<file path="src/rtl/cla_pipe_adder.sv">
// Pipelined carry-lookahead add/subtract unit: one SEG-bit segment is resolved per
// stage, with a valid/ready handshake and a single global stall enable.
module cla_pipe_adder #(
    parameter int WIDTH = 68,
    parameter int SEG   = 16
) (
    input  logic             clk,
    input  logic             rst,
    input  logic             in_valid,
    output logic             in_ready,
    input  logic [WIDTH-1:0] a,
    input  logic [WIDTH-1:0] b,
    input  logic             cin,
    input  logic             sub,
    output logic             out_valid,
    input  logic             out_ready,
    output logic [WIDTH-1:0] sum,
    output logic             cout,
    output logic             ovf
);
    localparam int NSEG = (WIDTH + SEG - 1) / SEG;

    logic             en_s;
    logic [WIDTH-1:0] b_eff_s;
    logic             cin_eff_s;

    // The whole pipeline moves as one unit; it only freezes when the result is parked.
    assign en_s      = !out_valid || out_ready;
    assign in_ready  = en_s;
    assign b_eff_s   = b ^ {WIDTH{sub}};
    assign cin_eff_s = sub | cin;

    for (genvar k = 0; k < NSEG; k++) begin : g_stage
        localparam int LO = k * SEG;
        localparam int HI = (LO + SEG < WIDTH) ? (LO + SEG) : WIDTH;
        localparam int SW = HI - LO;
        localparam int GW = ((SW + 3) / 4) * 4;

        logic [WIDTH-LO-1:0] pa_in_s;
        logic [WIDTH-LO-1:0] pb_in_s;
        logic                c_in_s;
        logic                v_in_s;
        logic [HI-1:0]       sum_nxt_s;
        logic [SW:0]         carry_s;
        logic [SW-1:0]       seg_sum_s;

        logic                valid_r;
        logic [HI-1:0]       sum_r;
        logic                carry_r;

        // Carries c[i] into each bit of the segment (c[SW] is the segment carry-out),
        // built from 4-bit generate/propagate groups; the segment is zero-padded to a
        // whole number of groups.
        function automatic logic [SW:0] seg_carries(
            input logic [SW-1:0] x,
            input logic [SW-1:0] y,
            input logic          ci
        );
            logic [GW-1:0] g;
            logic [GW-1:0] p;
            logic [GW:0]   c;
            logic          gen;
            logic          prp;
            g           = '0;
            p           = '0;
            g[SW-1:0]   = x & y;
            p[SW-1:0]   = x ^ y;
            c           = '0;
            c[0]        = ci;
            for (int grp = 0; grp < GW / 4; grp++) begin
                gen = 1'b0;
                prp = 1'b1;
                for (int i = 0; i < 4; i++) begin
                    gen              = g[grp*4+i] | (p[grp*4+i] & gen);
                    prp              = p[grp*4+i] & prp;
                    c[grp*4+i+1]     = gen | (prp & c[grp*4]);
                end
            end
            return c[SW:0];
        endfunction

        if (k == 0) begin : g_src
            assign pa_in_s   = a;
            assign pb_in_s   = b_eff_s;
            assign c_in_s    = cin_eff_s;
            assign v_in_s    = in_valid;
            assign sum_nxt_s = seg_sum_s;
        end else begin : g_src
            assign pa_in_s   = g_stage[k-1].g_pend.pa_r;
            assign pb_in_s   = g_stage[k-1].g_pend.pb_r;
            assign c_in_s    = g_stage[k-1].carry_r;
            assign v_in_s    = g_stage[k-1].valid_r;
            assign sum_nxt_s = {seg_sum_s, g_stage[k-1].sum_r};
        end

        assign carry_s   = seg_carries(pa_in_s[SW-1:0], pb_in_s[SW-1:0], c_in_s);
        assign seg_sum_s = pa_in_s[SW-1:0] ^ pb_in_s[SW-1:0] ^ carry_s[SW-1:0];

        // Stage state: valid bit, the low sum bits resolved so far, and the segment carry.
        always_ff @(posedge clk or posedge rst) begin
            if (rst) begin
                valid_r <= 1'b0;
                sum_r   <= '0;
                carry_r <= 1'b0;
            end else if (en_s) begin
                valid_r <= v_in_s;
                sum_r   <= sum_nxt_s;
                carry_r <= carry_s[SW];
            end
        end

        if (k < NSEG - 1) begin : g_pend
            logic [WIDTH-HI-1:0] pa_r;
            logic [WIDTH-HI-1:0] pb_r;

            // Operand bits above this segment ride along until their own stage.
            always_ff @(posedge clk or posedge rst) begin
                if (rst) begin
                    pa_r <= '0;
                    pb_r <= '0;
                end else if (en_s) begin
                    pa_r <= pa_in_s[WIDTH-LO-1:SW];
                    pb_r <= pb_in_s[WIDTH-LO-1:SW];
                end
            end
        end else begin : g_last
            logic ovf_r;

            // Signed overflow: carry into the MSB differs from the carry out of it.
            always_ff @(posedge clk or posedge rst) begin
                if (rst) begin
                    ovf_r <= 1'b0;
                end else if (en_s) begin
                    ovf_r <= carry_s[SW-1] ^ carry_s[SW];
                end
            end
        end
    end

    assign out_valid = g_stage[NSEG-1].valid_r;
    assign sum       = g_stage[NSEG-1].sum_r;
    assign cout      = g_stage[NSEG-1].carry_r;
    assign ovf       = g_stage[NSEG-1].g_last.ovf_r;

endmodule

</file>
<file path="config.mk">
export PLATFORM = sky130hd
export DESIGN_NAME = cla_pipe_adder
export DESIGN_NICKNAME = d
export VERILOG_FILES = /design/src/rtl/cla_pipe_adder.sv
export SDC_FILE = /design/constraint.sdc
export NUM_CORES = 1
export LEC_CHECK = 0
export ABC_AREA = 1
export BUFFER_PORTS_ARGS = -buffer_cell sky130_fd_sc_hd__buf_4
export CAP_MARGIN = 20
export CORE_AREA = 2 2 182 184
export CTS_CLUSTER_SIZE = 24
export DETAILED_ROUTE_END_ITERATION = 6
export DIE_AREA = 0 0 184 186
export GPL_TIMING_DRIVEN = 0
export PLACE_DENSITY = 0.85
export SYNTH_ARGS = -nofsm -noshare
export SYNTH_HDL_FRONTEND = slang
export SYNTH_SLANG_ARGS = --single-unit
export TNS_END_PERCENT = 1
</file>
<file path="constraint.sdc">
create_clock -name clk -period 25.7 [get_ports clk]
set_clock_uncertainty 0.2 [all_clocks]
set_input_delay 3.855 -clock clk [delete_from_list [all_inputs] [get_ports clk]]
set_output_delay 3.855 -clock clk [all_outputs]
set_load 0.01 [all_outputs]
</file>
# After elaboration in Yosys (flattened, before gate mapping)

Cells that the tools add are included.
Widths: inputs -> output; s select.

Register bits after elaboration: 463
Output and inout bits: 72
Logic and storage cells: 333

Bitwise gates (word level): 307
Reductions and logical operators: 2

Operator list:

| operator         | number |
|---|---|
| $and 1x1->1      | 170 |
| $xor 16x16->16   | 8 |
| $or 1x1->1       | 120 |
| $xor 68x68->68   | 1 |
| $and 16x16->16   | 4 |
| $xor 4x4->4      | 2 |
| $and 4x4->4      | 1 |
| $logic_not 1->1  | 1 |
| $logic_or 1x1->1 | 1 |
| $xor 1x1->1      | 1 |

# Logic depth before layout (Yosys ltp)

Gate-level depths: netlist of the first run.

Word-level depth: 16
Mapped depth: 20
Mapped depth without buffers: 17

# Worst setup path before layout of the first run

Ideal clock, no wire load.

Path kind: input -> output
Start point: input out_ready
End point: output in_ready
Data arrival time: 4.612 ns
Data required time: 21.645 ns
Slack: 17.033 ns
Stages on the path: 4
Path buffers: 2
Path through: nor2_2 -> inv_2 -> clkbuf_1 -> buf_1

Longest elaborated chain between the ends: 1

Ends and longest elaborated chain:

| item               | RTL line | source |
|---|---|---|
| start: declaration | 16       | `input logic out_ready,` |
| $logic_or 1x1->1   | 28       | `assign en_s = !out_valid \|\| out_ready;` |
| end: declaration   | 10       | `output logic in_ready,` |

No other way between the ends.

# Final worst setup path of the first run

Ends and elaborated chain as after synthesis.

==> impl_metrics.ini, run 1 <==
[sta]
setup_tns_ns = 0
worstMarginPinSlew_ns = 1.12
setup_ws_ns = 15.76
finalCriticalPeriod_ns = 9.94
finalHoldViolCount = 0
fmax_ghz = 0.101
slew_headroom_pct = 25.3
period_share_pct = 38.7
finalSetupViolations = 0
rsz0062_at_grt = false
drv_slew = 0

[critical_path]
end_kind = output pin
crit_chain = buf_4 -> nor2_2 -> inv_2 -> clkbuf_1 -> buf_1 -> buf_4
crit_type = in -> out
worstPathRequired_ns = 21.64
start_kind = primary input
critPathLaunch = out_ready
path_delay_family = buffers and inverters
crit_arrival_ns = 5.89
reg2reg_setup_slack_ns = 22.93
crit_buf_inv = 5
max_stage_delay_ns = 0.58
cp_max_fo = 10
ff2ff_path_depth = 7
r2r-start = out_valid
critPathSlowestCell = nor2_2
cp_common_cell = buf_4
r2r-end = g_stage[1].sum_r[28]

[synth]
ys_types = 29
ys_top_cells_by_area = dfrtp_1 (57%), nand2_1 (19%), o21ai_0 (5.6%), ha_1 (4.2%), inv_1 (2.7%)
synthAdderAreaFrac_pct = 5.84
synth-seq-cells = 463
yosys.area_share.simple_pct = 21.4
netlist_area_sq_mm = 0.0204
ys_warn_count = 0
synthMuxAreaShare_pct = 0
synth_cells = 2302
syn_nets = 2529
synth_xor_area_share_pct = 3.91
synth_area_per_cell_sq_um = 8.86
synth_largest_area_cell = dfrtp_1
ys_seq_area_share_pct = 56.8
synth_compound_area_share_pct = 6.93
synth_top_family_by_area = simple AND/OR/NAND/NOR gates
synth_top_cell_area_share_pct = 56.8

[clock_tree]
cts.reportedPaths.clkPinSlew_ns = 0.06
ctsHtreeMaxLevel = 2
postCtsSetupBuffers = 0
hold_buffers = 0
cts_tree = done
cts_root_buffer = clkbuf_16
ctsLongestPathBuffers = 3
cts_resized = 0
numCtsBuffers = 47
clock_latency_ns = 0.55
cts.sinks = 463

[cells_and_area]
fill_cells = 2181
finish.instance_area_sq_mm = 0.0241
areaGrowthSynthToFinish_pct = 18.2
final_cell_mix = nand2_1 (1006), dfrtp_1 (463), o21ai_0 (227), buf_4 (213), inv_1 (144)
finalNetCount = 2793
fin_util_pct = 74.8
diodes = 0
drive_above_1_share_pct = 13.6
final_common_cell = nand2_1
fin_cells = 3005

[power]
p_sw_mw = 1.18
power.internal_mw = 1.87
pwr-share-clk_pct = 22.3
powerDensity_mw_per_mm2 = 126
peakVddDrop_mv = 0.0642
p_seq_share_pct = 41.2
leakage_nw = 12.6
combPwrFrac_pct = 36.5
p_sw_share_pct = 38.6

[min_path]
hold_start = g_stage[1].sum_r[25]
hold_path.class = reg -> reg
hold_path_depth = 2
min_to = g_stage[2].sum_r[25]

[run]
maxCapViolCount = 0

[placed_design]
dp_slack_ns = 15.86
placed_cells = 2925
place_area_sq_mm = 0.0226
hpwlAfterDp_mm = 36.7
routabilityCongestion = 0.907
portBuffers = 212

[floorplan]
die_y_um = 186
core_sq_mm = 0.0322
ioPinCount = 214
initial_core_util_pct = 63.3
dieArea_sq_mm = 0.0342
rows = 66
die_x_um = 184

[run_status]
violations = DRC
outcome = finished, violations left

[grt]
first_global_vias = 16600
grt_usage_pct = 31.5
grt_max_degree = 128
gr-total-overflow = 0
grt_pass1_wl_mm = 83.7
antenna_found_initial = 0

[drt]
detail_route.first_pass.iterations = 7
wl_mm = 52.7
vias = 16700
post_drt_wl_per_cell_um = 17.5
antenna_left = 0
drcViolationCount = 7
vias_per_cell = 5.54
drtIter0Drc = 1531
==> layer usage <==
| metal | track usage (%) | routed length [um] | vias up |
|---|---|---|---|
| met4 | 13.7 | 2080 | 0 |
| met3 | 5.22 | 4470 | 138 |
| met1 | 42.3 | 21000 | 8038 |
| met2 | 51.3 | 25100 | 774 |
| li1 | - | - | 7711 |
| met5 | 0 | 0 | - |
==> power groups by stage <==
stage,clock network (mW),registers (mW),logic (mW)
after global placement,0,1.25,1.01
after CTS,0.682,1.25,1.10
final,0.680,1.25,1.11
after detailed placement,0,1.25,1.08
after global routing,0.714,1.29,1.25
after floorplan,0,1.23,0.702
==> sequential cells by signal (all words and copies together) (netlist names) <==
signal and cells:
cout 1, g_stage.carry_r 4, g_stage.g_pend.pa_r 112, g_stage.g_pend.pb_r 112
g_stage.sum_r 160, g_stage.valid_r 4, out_valid 1, ovf 1
sum 68
==> cell type report <==
type / instances / area [sq um] / area share [%]
multi-input combinational: 1583 / 7770 / 32.2
timing repair buffer: 215 / 1670 / 6.95
sequential: 463 / 11600 / 48.1
buffer: 109 / 483 / 2.00
clock inverter: 19 / 201 / 0.836
tap: 408 / 510 / 2.12
inverter: 147 / 559 / 2.32
clock buffer: 61 / 1320 / 5.48
==> cell families (layout without fill, tap and decap cells) <==
| kind of cell | Yosys count | after routing |
|---|---|---|
| and+or+nand+nor | 1131 | 1131 |
| AOI/OAI and AO/OA | 276 | 276 |
| DFF | 463 | 463 |
| buffers and inverters | 256 | 551 |
| adders and majority gates | 85 | 85 |
| xor gates and xnor gates | 91 | 91 |
==> through the flow <==
stage / total power [mW] / hold WS [ns]
2_1_floorplan: 1.93 / 0.220
3_3_place_gp: 2.26 / 0.248
3_5_place_dp: 2.34 / 0.255
4_1_cts: 3.03 / 0.265
5_1_grt: 3.25 / 0.283
6_report: 3.05 / 0.269
==> synthesized netlist by cell type (all sizes together) <==
| cell | instances |
|---|---|
| nand2 | 1013 |
| dfrtp | 463 |
| o21ai | 231 |
| inv | 147 |
| ha | 68 |
| xnor2 | 62 |
| clkbuf | 56 |
| nor2 | 54 |
| buf | 53 |
| nand3 | 52 |
| xor2 | 29 |
| a21oi | 27 |
| fa | 17 |
| a31oi | 12 |
| nor3 | 6 |
| nand4 | 4 |
| o21bai | 4 |
| a211oi | 1 |
| a22o | 1 |
| nand3b | 1 |
| or2 | 1 |
==> worst max path at each step <==
stage	endpoint	slack, ns	depth (start not counted)
after floorplan	cout	8.73	1
after global placement	g_stage[1].g_pend.pa_r[11]	4.86	2
after detailed placement	in_ready	15.86	6
after CTS	in_ready	15.85	6
after global routing	in_ready	15.65	6
final	in_ready	15.76	6
==> worst register-to-register path, stage by stage (launching register included) <==
cell	delay, ns
dfrtp_1	0.35
inv_1	0.05
nor2_2	0.56
inv_2	0.24
clkbuf_1	0.42
clkbuf_1	0.47
nand2_1	0.18
o21ai_0	0.13
(Power assumes the default switching activity.)
==> inputs of run 2 (changes only) <==
Settings changed: CORE_AREA 2 2 182 184 to 2 2 200 202, DIE_AREA 0 0 184 186 to 0 0 202 204, PLACE_DENSITY 0.85 to 0.75.
Clock period 25.7 ns to 8.57 ns, I/O delays scaled along.
==> run 2 against run 1 <==
  * The run now ends clean
  * Highest routed layer unchanged
  * Critical path depth stayed put
  * Final cell count increased by 4.1%
  * Sequential power increased to 3.0 times the previous value
  * Clock power grew to 2.9 times the previous value
  * Routed wire length rose by 1.1%
  * Sequential share of layout area is 0.46 points lower
  * Largest power group unchanged
==> impl_metrics.ini, run 2 (synthesized netlist as in run 1, its figures left out) <==
[cells_and_area]
largest-register = g_stage.sum_r
final_cell_mix = nand2_1 (1006), dfrtp_1 (463), o21ai_0 (227), buf_4 (213), inv_1 (144)
finalNetCount = 2800
fin_util_pct = 62.1
final_common_cell = nand2_1
finish.instance_area_sq_mm = 0.0243
top_regs = g_stage.sum_r x160, g_stage.g_pend.pa_r x112, g_stage.g_pend.pb_r x112
drive_above_1_share_pct = 13.7
areaGrowthSynthToFinish_pct = 19.4
largest_reg_flops = 160

[grt]
first_global_vias = 16200
grt_max_degree = 45
grt_usage_pct = 26.4
antenna_found_initial = 1
gr-total-overflow = 0
grt_pass1_wl_mm = 84.8

[clock_tree]
postCtsSetupBuffers = 0
cts_resized = 0
ctsHtreeMaxLevel = 2
hold_buffers = 0
cts.reportedPaths.clkPinSlew_ns = 0.07
cts_tree = done
ctsLongestPathBuffers = 3
clock_latency_ns = 0.56
numCtsBuffers = 45
cts.sinks = 463
cts_root_buffer = clkbuf_16

[critical_path]
start_kind = primary input
path_delay_family = buffers and inverters
crit_type = in -> out
crit_buf_inv = 5
max_stage_delay_ns = 0.69
cp_common_cell = buf_4
critPathSlowestCell = nor2_2
cp_max_fo = 10
crit_chain = buf_4 -> nor2_2 -> inv_2 -> clkbuf_1 -> buf_1 -> buf_4
worstPathRequired_ns = 7.08
end_kind = output pin
crit_arrival_ns = 3.48

[drt]
antenna_left = 0
post_drt_wl_per_cell_um = 17.0
drtIter0Drc = 1172
vias_per_cell = 5.10
vias = 16000
drcViolationCount = 0
detail_route.first_pass.iterations = 6
wl_mm = 53.2

[sta]
fmax_ghz = 0.201
slew_headroom_pct = 35.2
rsz0062_at_grt = false
drv_slew = 0
worstMarginPinSlew_ns = 0.972
finalCriticalPeriod_ns = 4.96
finalSetupViolations = 0
period_share_pct = 57.9
finalHoldViolCount = 0
whs_ns = 0.247

[run]
maxCapViolCount = 0

[floorplan]
ioPinCount = 214
core_sq_mm = 0.0392
dieArea_sq_mm = 0.0412
die_y_um = 204
rows = 73
initial_core_util_pct = 52.0
die_x_um = 202

[power]
leakage_nw = 12.6
peakVddDrop_mv = 0.219
powerDensity_mw_per_mm2 = 370
p_total_mw = 9.01

[min_path]
hold_path.class = reg -> reg

[placed_design]
hpwlAfterDp_mm = 39.0
portBuffers = 212
place_area_sq_mm = 0.0229
routabilityCongestion = 0.880

[run_status]
outcome = complete, no violations
[run 2: cell types whose count changed in the layout (fill, tap and decap cells not counted), sizes merged]
cell and change:
buf +9, bufinv -1, clkbuf +6, clkinv -9, clkinvlp +1, diode +1
inv -1
[run 2: cell type report]
| type | instances | area (sq um) |
|---|---|---|
| Clock inverter | 9 | 123 |
| Inverter | 147 | 556 |
| Multi-Input combinational cell | 1583 | 7770 |
| Buffer | 109 | 483 |
| Sequential cell | 463 | 11600 |
| Tap cell | 525 | 657 |
| Clock buffer | 67 | 1340 |
| Timing Repair Buffer | 224 | 1820 |
| Antenna cell | 1 | 2.50 |
| Fill cell | 3289 | 14800 |
[run 2: final timing paths]
check,from,slack [ns],cells after the start,to
max,out_ready,3.61,6,in_ready
min,g_stage[3].sum_r[50],0.25,2,sum[50]
max reg2reg,out_valid,5.56,7,g_stage[1].carry_r
min reg2reg,g_stage[3].sum_r[50],0.25,2,sum[50]
max in group asynchronous,rst,6.06,6,g_stage[3].sum_r[38]
min in group asynchronous,rst,0.62,2,sum[6]
[run 2: through the flow]
| step | worst slack, ns | setup TNS [ns] | cells |
|---|---|---|---|
| 2_1_floorplan | 0.818 | 0 | 2302 |
| 3_3_place_gp | -1.41 | -633.36 | 3039 |
| 3_5_place_dp | 3.59 | 0 | 3050 |
| 4_1_cts | 3.66 | 0 | 3126 |
| 5_1_grt | 3.52 | 0 | 3128 |
| 6_report | 3.61 | 0 | 3128 |
[run 2: worst min-delay path, stage by stage, from the launching register on]
cell and delay [ns]:
dfrtp_1 0.34, nand2_1 0.05, nand2_1 0.05
[run 2: per-layer routing]
layer  part of all wire [%]  global-route usage (%)  up-vias
met4                    3.8                    10.3        0
met5                      0                       0        -
met1                     42                    34.1     7701
met2                     48                    44.3      431
li1                       -                       -     7716
met3                    6.2                    4.89      110
[run 2: power breakdown]
part | switching, mW | total, mW | internal [mW]
registers | 0.553 | 3.73 | 3.17
logic | 2.06 | 3.30 | 1.24
clock network | 0.816 | 1.98 | 1.16
